==> config.mk <==
export PLATFORM = sky130hd
export DESIGN_NAME = expr_stream_ctrl
export DESIGN_NICKNAME = d
export VERILOG_FILES = /design/src/rtl/expr_ctrl_pkg.sv /design/src/rtl/expr_rr_arb2.sv /design/src/rtl/expr_stream_ctrl.sv
export SDC_FILE = /design/constraint.sdc
export NUM_CORES = 1
export LEC_CHECK = 0
export BUFFER_PORTS_ARGS = -buffer_cell sky130_fd_sc_hd__buf_2
export CORE_MARGIN = 8
export CORE_UTILIZATION = 45
export CTS_CLUSTER_DIAMETER = 60
export DETAILED_ROUTE_END_ITERATION = 6
export PLACE_DENSITY = 0.74
export SLEW_MARGIN = 30
export SYNTH_ARGS = -nofsm -noshare
export SYNTH_HDL_FRONTEND = slang
export SYNTH_SLANG_ARGS = --single-unit
==> constraint.sdc <==
create_clock -name clk -period 2.8 [get_ports clk]
set_input_delay 0.28 -clock clk [delete_from_list [all_inputs] [get_ports clk]]
set_output_delay 0.28 -clock clk [all_outputs]
set_load 0.02 [all_outputs]
==> src/rtl/expr_ctrl_pkg.sv <==
// ---------------------------------------------------------------------------
// expr_ctrl_pkg
//   Shared definitions for the expression-stream controller: the sequencer
//   state encoding, the result error codes and the requester count.
//   Imported by expr_rr_arb2 and expr_stream_ctrl.
// ---------------------------------------------------------------------------
package expr_ctrl_pkg;

    // Number of byte-stream requesters sharing the recognizer.
    localparam int NREQ = 2;

    // Sequencer states.
    typedef enum logic [2:0] {
        ST_IDLE    = 3'd0,
        ST_COLLECT = 3'd1,
        ST_CLR     = 3'd2,
        ST_BURST   = 3'd3,
        ST_CHECK   = 3'd4,
        ST_DONE    = 3'd5
    } state_e;

    // Result error codes reported on res_err.
    localparam logic [1:0] ERR_NONE = 2'b00;
    localparam logic [1:0] ERR_OVF  = 2'b01;
    localparam logic [1:0] ERR_TMO  = 2'b10;

    // One-hot select mask for a requester id.
    function automatic logic [NREQ-1:0] id_mask(input logic id);
        return id ? 2'b10 : 2'b01;
    endfunction

endpackage

==> src/rtl/expr_rr_arb2.sv <==
// ---------------------------------------------------------------------------
// expr_rr_arb2
//   Two-way round-robin arbiter. When both requesters are asking, the one
//   that was not granted last wins. The pointer moves only when the
//   candidate grant is actually taken. After reset requester 0 is favoured.
//
// Ports
//   clk      in   clock
//   clr_n    in   asynchronous active-low reset
//   req      in   [NREQ-1:0] request lines
//   take     in   caller takes the presented grant this cycle
//   gnt_any  out  at least one request present
//   gnt_id   out  id of the requester that would be granted
// ---------------------------------------------------------------------------
module expr_rr_arb2
    import expr_ctrl_pkg::*;
(
    input  logic            clk,
    input  logic            clr_n,
    input  logic [NREQ-1:0] req,
    input  logic            take,
    output logic            gnt_any,
    output logic            gnt_id
);

    // Id granted most recently; resetting to 1 makes requester 0 win a tie.
    logic last_q;

    always_comb begin
        gnt_any = |req;
        unique case (req)
            2'b11:   gnt_id = ~last_q;
            2'b10:   gnt_id = 1'b1;
            default: gnt_id = 1'b0;
        endcase
    end

    always_ff @(posedge clk or negedge clr_n) begin
        if (!clr_n) begin
            last_q <= 1'b1;
        end else if (take && gnt_any) begin
            last_q <= gnt_id;
        end
    end

endmodule

==> src/rtl/expr_stream_ctrl.sv <==
// ---------------------------------------------------------------------------
// expr_stream_ctrl
//   Shares one character-stream expression recognizer between two byte-stream
//   requesters. A requester is granted for a whole string (round-robin), the
//   string is buffered, the recognizer is cleared for one cycle, the buffered
//   bytes are replayed back-to-back, and the recognizer verdict is returned
//   as a single-cycle result pulse. Strings longer than MAX_LEN bytes are
//   reported as overflow without touching the recognizer.
//
// Build option
//   EXPR_TIMEOUT_EN  when defined, a string whose owner stays idle for
//                    TIMEOUT consecutive cycles is aborted with a timeout
//                    error and the grant is released. When undefined the
//                    controller waits forever and res_err[1] is always 0.
//
// Parameters
//   MAX_LEN   bytes buffered per string (>= 2)
//   TIMEOUT   idle cycles tolerated mid-string (EXPR_TIMEOUT_EN only)
//
// Ports
//   clk        in   clock, all logic on the rising edge
//   clr_n      in   asynchronous active-low reset
//   req_valid  in   [1:0]  requester i has a byte
//   req_data   in   [15:0] byte of requester i at [8i+:8]
//   req_last   in   [1:0]  byte ends its string
//   req_ready  out  [1:0]  byte of requester i accepted this cycle
//   rec_clr    out  recognizer clear, active-high
//   rec_in     out  [7:0]  character presented to the recognizer
//   rec_out    in   recognizer accept output (registered in the recognizer)
//   res_valid  out  one-cycle result pulse
//   res_ok     out  string accepted
//   res_id     out  requester that owned the string
//   res_len    out  bytes accepted, saturating at MAX_LEN
//   res_err    out  [1:0] 00 none, 01 overflow, 10 timeout
// ---------------------------------------------------------------------------
module expr_stream_ctrl
    import expr_ctrl_pkg::*;
#(
    parameter int MAX_LEN = 16
`ifdef EXPR_TIMEOUT_EN
    ,
    parameter int TIMEOUT = 64
`endif
) (
    input  logic                         clk,
    input  logic                         clr_n,
    input  logic [NREQ-1:0]              req_valid,
    input  logic [8*NREQ-1:0]            req_data,
    input  logic [NREQ-1:0]              req_last,
    output logic [NREQ-1:0]              req_ready,
    output logic                         rec_clr,
    output logic [7:0]                   rec_in,
    input  logic                         rec_out,
    output logic                         res_valid,
    output logic                         res_ok,
    output logic                         res_id,
    output logic [$clog2(MAX_LEN+1)-1:0] res_len,
    output logic [1:0]                   res_err
);

    localparam int             CW      = $clog2(MAX_LEN + 1);
    localparam int             IW      = $clog2(MAX_LEN);
    localparam logic [CW-1:0]  MAX_CNT = CW'(MAX_LEN);

`ifdef EXPR_TIMEOUT_EN
    localparam int             TW       = $clog2(TIMEOUT + 1);
    localparam logic [TW-1:0]  TMO_LAST = TW'(TIMEOUT - 1);
    logic [TW-1:0]             idle_q;
`endif

    state_e          state_q;
    logic            grant_q;
    logic [CW-1:0]   cnt_q;
    logic            ovf_q;
    logic [CW-1:0]   burst_q;
    logic [7:0]      buf_q [MAX_LEN];

    logic            rec_clr_q;
    logic [7:0]      rec_in_q;
    logic            res_valid_q;
    logic            res_ok_q;
    logic            res_id_q;
    logic [CW-1:0]   res_len_q;
    logic [1:0]      res_err_q;

    logic            arb_any;
    logic            arb_id;
    logic            accept;
    logic            byte_last;
    logic [7:0]      byte_g;
    logic            cnt_full;

    expr_rr_arb2 u_arb (
        .clk     (clk),
        .clr_n   (clr_n),
        .req     (req_valid),
        .take    (state_q == ST_IDLE),
        .gnt_any (arb_any),
        .gnt_id  (arb_id)
    );

    // Only the granted requester is ever ready, and only while collecting.
    always_comb begin
        accept    = (state_q == ST_COLLECT) && req_valid[grant_q];
        byte_last = req_last[grant_q];
        byte_g    = grant_q ? req_data[8 +: 8] : req_data[0 +: 8];
        cnt_full  = (cnt_q == MAX_CNT);
        req_ready = (state_q == ST_COLLECT) ? (req_valid & id_mask(grant_q)) : '0;
    end

    // String buffer; bytes past MAX_LEN are dropped, so no reset is needed.
    always_ff @(posedge clk) begin
        if (accept && !cnt_full) begin
            buf_q[cnt_q[IW-1:0]] <= byte_g;
        end
    end

    // Sequencer. Every output is registered and is set on the edge that
    // enters the state in which it must be seen.
    always_ff @(posedge clk or negedge clr_n) begin
        if (!clr_n) begin
            state_q     <= ST_IDLE;
            grant_q     <= 1'b0;
            cnt_q       <= '0;
            ovf_q       <= 1'b0;
            burst_q     <= '0;
            rec_clr_q   <= 1'b1;
            rec_in_q    <= 8'h00;
            res_valid_q <= 1'b0;
            res_ok_q    <= 1'b0;
            res_id_q    <= 1'b0;
            res_len_q   <= '0;
            res_err_q   <= ERR_NONE;
`ifdef EXPR_TIMEOUT_EN
            idle_q      <= '0;
`endif
        end else begin
            unique case (state_q)
                ST_IDLE: begin
                    rec_clr_q <= 1'b0;
                    if (arb_any) begin
                        grant_q <= arb_id;
                        cnt_q   <= '0;
                        ovf_q   <= 1'b0;
`ifdef EXPR_TIMEOUT_EN
                        idle_q  <= '0;
`endif
                        state_q <= ST_COLLECT;
                    end
                end

                ST_COLLECT: begin
                    if (accept) begin
                        if (cnt_full) begin
                            ovf_q <= 1'b1;
                        end else begin
                            cnt_q <= cnt_q + 1'b1;
                        end
`ifdef EXPR_TIMEOUT_EN
                        idle_q <= '0;
`endif
                        // A last byte arriving at a full buffer is itself
                        // the overflowing byte, so ovf_q is not yet set.
                        if (byte_last) begin
                            if (ovf_q || cnt_full) begin
                                res_valid_q <= 1'b1;
                                res_ok_q    <= 1'b0;
                                res_id_q    <= grant_q;
                                res_len_q   <= cnt_q;
                                res_err_q   <= ERR_OVF;
                                state_q     <= ST_DONE;
                            end else begin
                                rec_clr_q <= 1'b1;
                                state_q   <= ST_CLR;
                            end
                        end
                    end
`ifdef EXPR_TIMEOUT_EN
                    else if (idle_q == TMO_LAST) begin
                        res_valid_q <= 1'b1;
                        res_ok_q    <= 1'b0;
                        res_id_q    <= grant_q;
                        res_len_q   <= cnt_q;
                        res_err_q   <= ERR_TMO;
                        state_q     <= ST_DONE;
                    end else begin
                        idle_q <= idle_q + 1'b1;
                    end
`endif
                end

                ST_CLR: begin
                    rec_clr_q <= 1'b0;
                    rec_in_q  <= buf_q[0];
                    burst_q   <= CW'(1);
                    state_q   <= ST_BURST;
                end

                // burst_q is the index of the byte to present next cycle.
                ST_BURST: begin
                    if (burst_q == cnt_q) begin
                        state_q <= ST_CHECK;
                    end else begin
                        rec_in_q <= buf_q[burst_q[IW-1:0]];
                        burst_q  <= burst_q + 1'b1;
                    end
                end

                // rec_out now reflects the last replayed byte.
                ST_CHECK: begin
                    res_valid_q <= 1'b1;
                    res_ok_q    <= rec_out;
                    res_id_q    <= grant_q;
                    res_len_q   <= cnt_q;
                    res_err_q   <= ERR_NONE;
                    state_q     <= ST_DONE;
                end

                ST_DONE: begin
                    res_valid_q <= 1'b0;
                    state_q     <= ST_IDLE;
                end

                default: begin
                    state_q <= ST_IDLE;
                end
            endcase
        end
    end

    assign rec_clr   = rec_clr_q;
    assign rec_in    = rec_in_q;
    assign res_valid = res_valid_q;
    assign res_ok    = res_ok_q;
    assign res_id    = res_id_q;
    assign res_len   = res_len_q;
    assign res_err   = res_err_q;

endmodule

==> results.md <==
* Finished Cell Area at 0.007951 mm²
* Placer Congestion at 0.8377
* HP Start: req_valid[0]
* HPWL Detailed at 9905 µm
* Combinational power share at 30.6%
* Syn Inst Count at 432
* Vias in the first global route at 4,083
* CP peak stage delay at 0.75 ns
* Crit path DAT at 2.72 ns
* Die X-Extent at 139.2 µm
* Final cycle utilization of the critical path at 86.19%
* Bufs on Longest Clock Path at 2
* Pwr Density at 1011 mW/mm²
* Worst-path clk slew at 0.06 ns
* Worst EP required at 3.11 ns
* Vias per Instance at 5.740
* Starting Density at 45.44%
* Clock latency on the worst-skew pair at 0.42 ns
* Slew headroom at 47.09%
* Most area-consuming cells after synthesis: edfxtp_1, dfrtp_1, mux4_2, mux2i_1, mux2_2
* DR WL/cell at 20.58 µm
* Area Growth Syn to Fin at 16.39%
* Num CTS Buffers at 17
* PortBufs at 42
* DR pass1 iterations at 5
* Fmax at 414.4 MHz
* Top_reg_cell synth: edfxtp_1
* Most Frequent Cell on Critical Path: a211oi_1
* Status: complete, no violations
* Initial drt markers at 427
* Top post-synthesis cells by count: edfxtp_1, nor2_1, dfrtp_1, mux2i_1, mux4_2
* Psw at 2.634 mW
* Yosys top cell by area: edfxtp_1
* Yosys top cell area share at 56.26%
* H-tree depth at 4
* Synthesis Warnings at 0
* Worst-path fanout max at 15
* Fin nets at 526
* Post_cts resized at 0
* Distinct cells, synth at 53
* Switching share of total power at 32.77%
* DIE HEIGHT at 139.2 µm
* Least-Margin Pin Slew at 0.7937 ns
* Syn Std Cell Area at 0.006832 mm²
* Clock skew at 0.008607 ns
* Crit path cell chain: buf_4 > nand3b_1 > o22ai_1 > a211oi_1 > a211oi_1 > a21o_1
* Register area share after synthesis at 68.75%
* Final Hold Slack at 0.1113 ns
* Final hold violations at 0
* Delay-heaviest family, CP: compound AO/OA/AOI/OAI gates
* Gr usage total at 15.38%
* Internal at 5.403 mW
* Setup TNS at 0 ns
* Root buffer cell: clkbuf_16
* Initial antenna violation count at 0
* Diode count at 0
* Total Power at 8.037 mW
* Maximum VDD drop at 0.5533 mV
* Synth Net Count at 460
* Number of enable flip-flop cells after synthesis at 128
* Share of layout cells above drive strength 1 at 27.59%
* Total number of vias at 4,012
* CP max-delay cell: dfrtp_1
* Max-slew violations at 0
* Post-Route WL at 14,390 µm
* First-pass GRT wire length at 22,800 µm
* Startpoint Class: flip-flop
* Crit Path Class: flip-flop to flip-flop
* Synth async-reset ratio at 20.99%
* CP Capture Type: flip-flop
* Mapped Avg Cell Area at 15.81 µm²
* Core area at 0.01503 mm²
* Max-capacitance violation count at 0
* Grt ovf at 0
* DP Area at 0.007373 mm²
* Launch point of the worst path: burst_q[1]$_DFFE_PN0P_
* IO Count at 44
* Die ar. at 0.01938 mm²
* # DRC at 0
* Most common cell in the synthesized netlist: edfxtp_1
* Largest net degree at the start of global routing at 35
* Routed Antenna Nets at 0
* Setup violation total in the final timing report at 0
* Clock period minus worst slack at 2.413 ns
* RSZ-0062 raised after global routing: false
* CTS tree: yes
* Origin of the critical flop-to-flop path: burst_q[1]$_DFFE_PN0P_
* Site Rows at 45
* Hold Path Class: primary input to flip-flop
* CTS sink count at 162
* FILL cells at 1,162
* Synthesis-stage register bit count at 162
* Leakage at 2.937 nW
* Power share of the sequential group at 41.9%
* Clock power share at 27.5%
* WP buf/inv at 1
per-layer routing:
| layer | part of all wire (%) | track usage, % |
|---|---|---|
| met1 | 43 | 19.59 |
| met5 | 0 | 0 |
| met3 | 5.7 | 4.001 |
| met4 | 1.8 | 5.604 |
| met2 | 50 | 25.01 |
cells in the final DEF, fill, tap and decap left out, drive strengths merged, types with 2 or more instances in the layout:
master	instances
nor3b	2
and3	5
a31oi	6
edfxtp	128
nand3b	5
a2111oi	2
buf	68
o22ai	8
o21ai	11
mux2i	21
clkbuf	18
nor3	8
nor2b	7
nand3	9
clkinv	10
and2	2
xnor2	5
a22oi	7
bufinv	2
o211ai	2
inv	7
nand2b	5
a21oi	6
xor2	2
nor2	33
a21o	9
a211oi	14
mux2	15
dfrtp	32
mux4	21
dfstp	2
ha	5
nand2	17
sequential cells by signal, indices dropped and copies added, names as in the netlist:
register      cells
res_ok            1
grant_q           1
ovf_q             1
burst_q           5
rec_in            8
res_id            1
buf_q           128
u_arb.last_q      1
cnt_q             5
rec_clr           1
res_len           5
res_err           1
res_valid         1
state_q           3
per-stage QoR:
stage | std cells | worst slack (ns) | util [%]
after global routing | 699 | 0.2037 | 52.89
after CTS | 699 | 0.3925 | 52.89
after global placement | 666 | 0.4612 | 49.05
after floorplan | 432 | 0.5761 | -
final | 699 | 0.3868 | 52.89
after detailed placement | 666 | 0.4256 | 49.05
cells by family after synthesis:
family | Yosys count | share of synthesized area, %
xor+xnor | 7 | 0.8975
compound gates | 72 | 7.509
fa+ha+maj | 5 | 0.9158
flops | 162 | 68.75
mux | 57 | 12.47
other cells | 1 | 0.05489
simple gates | 100 | 7.418
buf+inv | 28 | 1.978
path summary, 6_finish.rpt:
kind                                            endpoint  slack, ns  cells past startpoint
worst max-delay path               rec_in[7]$_DFFE_PN0P_       0.39                      6
worst max register to register     rec_in[7]$_DFFE_PN0P_       0.39                      6
worst min register to register     rec_in[7]$_DFFE_PN0P_       0.47                      1
worst min-delay path            u_arb.last_q$_DFFE_PN1P_       0.11                      2
max in group asynchronous         burst_q[0]$_DFFE_PN0P_       1.75                      2
min in group asynchronous             res_id$_DFFE_PN0P_       0.50                      2
cell type report:
type	instances	area [µm²]	share of cell area, %
clock buffers	18	429.2	5.397
clock inverters	14	138.9	1.747
inverters	6	22.52	0.2832
multi-input cells	242	1999	25.15
flip-flops and latches	162	4698	59.09
well taps	188	235.2	2.958
repair buffers	69	427.9	5.382
timing repair:
action                                  in CTS  in global routing
endpoints found under the setup margin       0                  0
buffers inserted                             0                  0
hold buffers                                 1                  0
hold endpoints to repair                    32                  0
power groups by stage:
stage,Sequential (mW),Combinational (mW),Clock (mW)
after floorplan,3.38,1.75,0
after global placement,3.41,2.41,0
after detailed placement,3.42,2.47,0
after CTS,3.37,2.48,2.24
after global routing,3.41,2.70,2.34
final,3.36,2.46,2.21
Note: power is estimated with default switching activity, not from simulation.
